$ cat src/rtl/regset_wb_arbiter.sv
// Write-back merger for the 32x32 register set: two buffered producer channels
// (ALU, memory load) share one write port round-robin and drive a pending-write scoreboard.
module regset_wb_arbiter #(
    parameter int DEPTH = 2,
    parameter int AW    = 5,
    parameter int DW    = 32
) (
    input  logic              CLK,
    input  logic              RES,
    input  logic              alu_valid,
    output logic              alu_ready,
    input  logic [AW-1:0]     alu_addr,
    input  logic [DW-1:0]     alu_data,
    input  logic              mem_valid,
    output logic              mem_ready,
    input  logic [AW-1:0]     mem_addr,
    input  logic [DW-1:0]     mem_data,
    output logic [DW-1:0]     D,
    output logic [AW-1:0]     A_D,
    output logic              write_enable,
    output logic [2**AW-1:0]  pending
);
    localparam int PW = (DEPTH > 1) ? $clog2(DEPTH) : 1;
    localparam int NR = 2**AW;

    // Channel index 0 is the ALU, 1 is the memory-load channel.
    logic [1:0]                in_valid;
    logic [1:0][AW-1:0]        in_addr;
    logic [1:0][DW-1:0]        in_data;
    logic [1:0]                ready_int;
    logic [1:0]                nonempty;
    logic [1:0]                grant;
    logic [1:0][AW-1:0]        head_addr;
    logic [1:0][DW-1:0]        head_data;
    logic [1:0][NR-1:0]        chan_pend;

    assign in_valid  = {mem_valid, alu_valid};
    assign in_addr   = {mem_addr, alu_addr};
    assign in_data   = {mem_data, alu_data};
    assign alu_ready = ready_int[0];
    assign mem_ready = ready_int[1];

    genvar gi;
    generate
        for (gi = 0; gi < 2; gi++) begin : g_chan
            logic [AW-1:0]    addr_q [DEPTH];
            logic [DW-1:0]    data_q [DEPTH];
            logic [DEPTH-1:0] valid_reg;
            logic [PW-1:0]    wr_ptr_reg;
            logic [PW-1:0]    rd_ptr_reg;
            logic             full;
            logic             push;
            logic             pop;
            logic [NR-1:0]    pend_local;

            // Per-slot valid bits make full/empty a single lookup at each pointer.
            assign full          = valid_reg[wr_ptr_reg];
            assign nonempty[gi]  = valid_reg[rd_ptr_reg];
            assign ready_int[gi] = RES && !full;
            // Writes to x0 complete the handshake but are dropped here.
            assign push          = in_valid[gi] && ready_int[gi] && (in_addr[gi] != '0);
            assign pop           = grant[gi];
            assign head_addr[gi] = addr_q[rd_ptr_reg];
            assign head_data[gi] = data_q[rd_ptr_reg];

            always_ff @(posedge CLK) begin
                if (!RES) begin
                    valid_reg  <= '0;
                    wr_ptr_reg <= '0;
                    rd_ptr_reg <= '0;
                end else begin
                    if (push) begin
                        addr_q[wr_ptr_reg]    <= in_addr[gi];
                        data_q[wr_ptr_reg]    <= in_data[gi];
                        valid_reg[wr_ptr_reg] <= 1'b1;
                        wr_ptr_reg            <= wr_ptr_reg + PW'(1);
                    end
                    if (pop) begin
                        valid_reg[rd_ptr_reg] <= 1'b0;
                        rd_ptr_reg            <= rd_ptr_reg + PW'(1);
                    end
                end
            end

            always_comb begin
                pend_local = '0;
                for (int j = 0; j < DEPTH; j++) begin
                    if (valid_reg[j]) begin
                        pend_local[addr_q[j]] = 1'b1;
                    end
                end
            end

            assign chan_pend[gi] = pend_local;
        end
    endgenerate

    // last_grant_reg = 0 means ALU won the last tie, so memory wins the next one.
    logic last_grant_reg;
    logic last_grant_next;

    always_comb begin
        grant           = 2'b00;
        last_grant_next = last_grant_reg;
        case (nonempty)
            2'b01: grant = 2'b01;
            2'b10: grant = 2'b10;
            2'b11: begin
                if (last_grant_reg) begin
                    grant           = 2'b01;
                    last_grant_next = 1'b0;
                end else begin
                    grant           = 2'b10;
                    last_grant_next = 1'b1;
                end
            end
            default: grant = 2'b00;
        endcase
    end

    always_ff @(posedge CLK) begin
        if (!RES) begin
            last_grant_reg <= 1'b0;
            D              <= '0;
            A_D            <= '0;
            write_enable   <= 1'b0;
        end else begin
            last_grant_reg <= last_grant_next;
            if (|grant) begin
                D            <= head_data[grant[1]];
                A_D          <= head_addr[grant[1]];
                write_enable <= 1'b1;
            end else begin
                write_enable <= 1'b0;
            end
        end
    end

    always_comb begin
        pending = chan_pend[0] | chan_pend[1];
        if (write_enable) begin
            pending[A_D] = 1'b1;
        end
        pending[0] = 1'b0;
    end
endmodule

$ cat config.mk
export PLATFORM = sky130hd
export DESIGN_NAME = regset_wb_arbiter
export DESIGN_NICKNAME = d
export VERILOG_FILES = /design/src/rtl/regset_wb_arbiter.sv
export SDC_FILE = /design/constraint.sdc
export NUM_CORES = 1
export LEC_CHECK = 0
export CORE_MARGIN = 2
export CORE_UTILIZATION = 50
export DETAILED_ROUTE_END_ITERATION = 7
export PLACE_DENSITY_LB_ADDON = 0.12
export SLEW_MARGIN = 20
export SYNTH_ARGS = -nofsm -noshare
export SYNTH_HDL_FRONTEND = slang
export SYNTH_SLANG_ARGS = --single-unit
$ cat constraint.sdc
create_clock -name CLK -period 4.2 [get_ports CLK]
set_input_delay 1.05 -clock CLK [delete_from_list [all_inputs] [get_ports CLK]]
set_output_delay 1.05 -clock CLK [all_outputs]
set_load 0.05 [all_outputs]
==> out/metrics.yaml <==
yosysTopAreaCellShare_pct: 49.3
post_cts_hold_buffer_count: 0
worstSkewPairLatency_ps: 430
timing.final.hold_violations: 0
power.switching_mw: 1.47
cts-buffers-inserted: 17
sequential_share_of_the_synthesized_area_pct: 60.2
dominant_combinational_cell_family_by_area_after_synthesis: "compound AO/OA/AOI/OAI gates"
rr_endpoint: "D[4]"
overflow: 0
worstHoldStart: "g_chan[1].wr_ptr_reg"
vdd_drop_max_mv: 0.318
wire_length_of_the_first_global_routing_pass_um: 38600
rsz0062_at_grt: "false"
synth.cells.most_frequent: "sky130_fd_sc_hd__edfxtp_1 (148), sky130_fd_sc_hd__mux2i_1 (51), sky130_fd_sc_hd__dfxtp_1 (49)"
worst_slew_pin_slew_ps: 1050
synthesis.area_per_instance_um2: 13.2
max_flop_register: "g_chan.data_q"
maxClockFrequency_mhz: 261
mappedNetlistNets: 761
numClockSinks: 197
die_height_um: 138
register_bit_count_reported_by_yosys: 197
netlist_top_cells_area: "sky130_fd_sc_hd__edfxtp_1 (49%), sky130_fd_sc_hd__dfxtp_1 (11%), sky130_fd_sc_hd__mux2i_1 (5.7%)"
floorplan.initialDensity_pct: 50.5
drt.antenna.violating_nets: 0
largestRegisters: "g_chan.data_q: 128 flops, D: 32 flops, g_chan.addr_q: 20 flops"
htree_levels: 4
worst_setup_hold_path_clk_slew_ps: 70
io_pins: 150
synthesized_area_mm2: 0.00901
critical_path_peak_fanout: 13
routedWlPerCell_um: 23.8
power.share.switching_pct: 29.6
ys_types: 47
fin_nets: 885
dp.final_hpwl_um: 17000
setup.worst_path.start_class: "register"
detail_route.drc_violations: 0
proportion_of_synthesized_area_in_mux_cells_pct: 9.20
number_of_flops_mapped_to_enable_cells_by_yosys: 148
detail_route.first_pass.iterations: 5
drive_gt1_share_pct: 13.3
synth_most_common_cell: "sky130_fd_sc_hd__edfxtp_1"
worst-r2r-setup-slack_ps: 1700
cts.root.buffer_cell: "sky130_fd_sc_hd__clkbuf_16"
via_per_inst: 6.27
crit_arrival_ps: 2780
critPathCaptureType: "output port"
yosysWarnings: 0
flow.area_growth_from_synthesis_pct: 24.5
insertedDiodeCount: 0
horizontal_die_dimension_um: 138
postCtsSetupRepairBufs: 0
critical_path_required_ps: 3150
design.die.area_mm2: 0.0191
slew_headroom_pct: 30.1
number_of_cell_rows: 49
hold-path-cell-count: 1
r2r-start: "g_chan[1].valid_reg[0]"
port-buffer-count: 148
met3WireLength_um: 1400
async_flop_share_pct: 0
dp_cells: 1017
synth_simple_gate_area_share_pct: 11.8
synth_top_flop_cell: "sky130_fd_sc_hd__edfxtp_1"
timing.max_cap.violations: 0
timing.final.crit_share_pct: 91.1
tritoncts: "built"
report.final.setup_viol: 0
vias: 6582
uppermost_layer_routed: "met4"
combinationalPowerShare_pct: 19.6
drtIter0Drc: 480
power_per_standard_cell_area_mw_per_mm2: 443
synth-compound-area-share_pct: 15.3
intPower_mw: 3.50
power.leakage_nw: 3.66
detail_route.wirelength_um: 24900
final-max-slew-violation-count: 0
share_clk_of_total_power_pct: 32.6
max_reg_flops: 128
setup.worst_path.class: "reg2out"
portion_of_total_power_attributed_to_sequential_cells_pct: 47.8
syn_inst: 683
grt.total_usage_pct: 26.2
yosysTopAreaCell: "sky130_fd_sc_hd__edfxtp_1"
outcome: "finished, final reports clean"
wl_met2_um: 13100
worstRegToRegCells: 4
route.layer.met1.wl_um: 9970
final-instance-count-excl-fill: 1049
core_region_area_mm2: 0.0178
worstHoldPathType: "reg2reg"
grt_pass1_vias: 6706
cts_buffer_depth: 2
cts.repair.resized: 0
totalNegativeSetupSlack_ps: 0
final.setup_skew_ps: 9.32
hold-path-endpoint: "g_chan[1].wr_ptr_reg"
routabilityCongestion: 0.910
final.min_clock_period_ps: 3830
grt_start_max_net_pins: 43
yosys.area_share.adder_pct: 0
synth_xor_area_share_pct: 0
antenna_found_initial: 0
cell families after synthesis:
logic type | after synthesis
buffers and inverters | 62
DFF | 197
and+or+nand+nor | 179
other | 1
muxes | 78
AOI/OAI and AO/OA | 166
power by group through the flow:
stage                     logic, mW  registers, mW  clock network (mW)
after global routing           1.03           2.39                1.73
after floorplan               0.471           2.55                   0
final                         0.974           2.37                1.62
after CTS                     0.979           2.37                1.64
after global placement        0.954           2.41                   0
after detailed placement      0.975           2.41                   0
worst max path at each step:
stage | endpoint | slack (ps) | startpoint | depth (start not counted)
after global placement | g_chan[0].data_q[0][14] | 770 | RES | 5
after CTS | pending[24] | 350 | g_chan[0].valid_reg[1] | 4
final | pending[24] | 370 | g_chan[0].valid_reg[1] | 4
after global routing | pending[16] | 250 | g_chan[0].addr_q[1][4] | 4
after detailed placement | g_chan[0].data_q[0][14] | 710 | RES | 5
after floorplan | g_chan[1].addr_q[1][0] | 510 | RES | 4
layer usage:
metal	track usage [%]	up-vias
li1	-	3003
met1	32.4	3251
met2	46.8	292
met3	4.95	36
met4	7.73	0
met5	0	-
metrics by stage:
stage                     hold slack, ps  worst slack, ps  area, µm²  utilization (%)  total power [mW]
after floorplan                      514              506       9010                -              3.02
after global placement               527              772      10600             59.5              3.36
after detailed placement             566              709      10600             59.5              3.38
after CTS                            591              349      11200             62.9              4.99
after global routing                 628              246      11200             62.9              5.14
final                                600              374      11200             62.9              4.97
placed cells by master, fill, tap and decap left out, types with 5 or more instances in the layout:
cell type	Yosys	routed
sky130_fd_sc_hd__a2111oi_2	18	18
sky130_fd_sc_hd__o22ai_1	32	32
sky130_fd_sc_hd__nor3b_1	20	20
sky130_fd_sc_hd__o221a_2	5	5
sky130_fd_sc_hd__clkbuf_16	0	17
sky130_fd_sc_hd__nor3_1	27	27
sky130_fd_sc_hd__and3_1	6	5
sky130_fd_sc_hd__a221oi_1	14	14
sky130_fd_sc_hd__o31ai_1	15	15
sky130_fd_sc_hd__nand2_1	17	17
sky130_fd_sc_hd__dfxtp_1	49	47
sky130_fd_sc_hd__nand3b_1	25	25
sky130_fd_sc_hd__a21oi_1	6	6
sky130_fd_sc_hd__a211oi_1	28	28
sky130_fd_sc_hd__nor2_1	18	18
sky130_fd_sc_hd__inv_1	6	6
sky130_fd_sc_hd__nand3_1	25	25
sky130_fd_sc_hd__edfxtp_1	148	148
sky130_fd_sc_hd__or3_1	16	16
sky130_fd_sc_hd__buf_4	5	11
sky130_fd_sc_hd__mux2i_1	51	51
sky130_fd_sc_hd__and3b_1	10	10
sky130_fd_sc_hd__clkdlybuf4s50_1	0	146
sky130_fd_sc_hd__o211a_1	5	5
sky130_fd_sc_hd__a22oi_1	29	29
sky130_fd_sc_hd__mux2_2	24	25
sky130_fd_sc_hd__or3b_2	5	5
critical path, cell delays in order (launching register included):
cell and delay, ps:
sky130_fd_sc_hd__dfxtp_1 670, sky130_fd_sc_hd__or3b_2 560, sky130_fd_sc_hd__o22ai_1 180, sky130_fd_sc_hd__or3_1 140, sky130_fd_sc_hd__clkdlybuf4s50_1 800
layout make-up:
class / instances / area, µm²
Fill cell: 1342 / 6620
Sequential cell: 197 / 5430
Multi-Input combinational cell: 424 / 3290
Timing Repair Buffer: 159 / 1580
Clock buffer: 17 / 425
Tap cell: 229 / 287
Clock inverter: 15 / 173
Inverter: 8 / 30.0
Note: power is estimated with default switching activity, not from simulation.
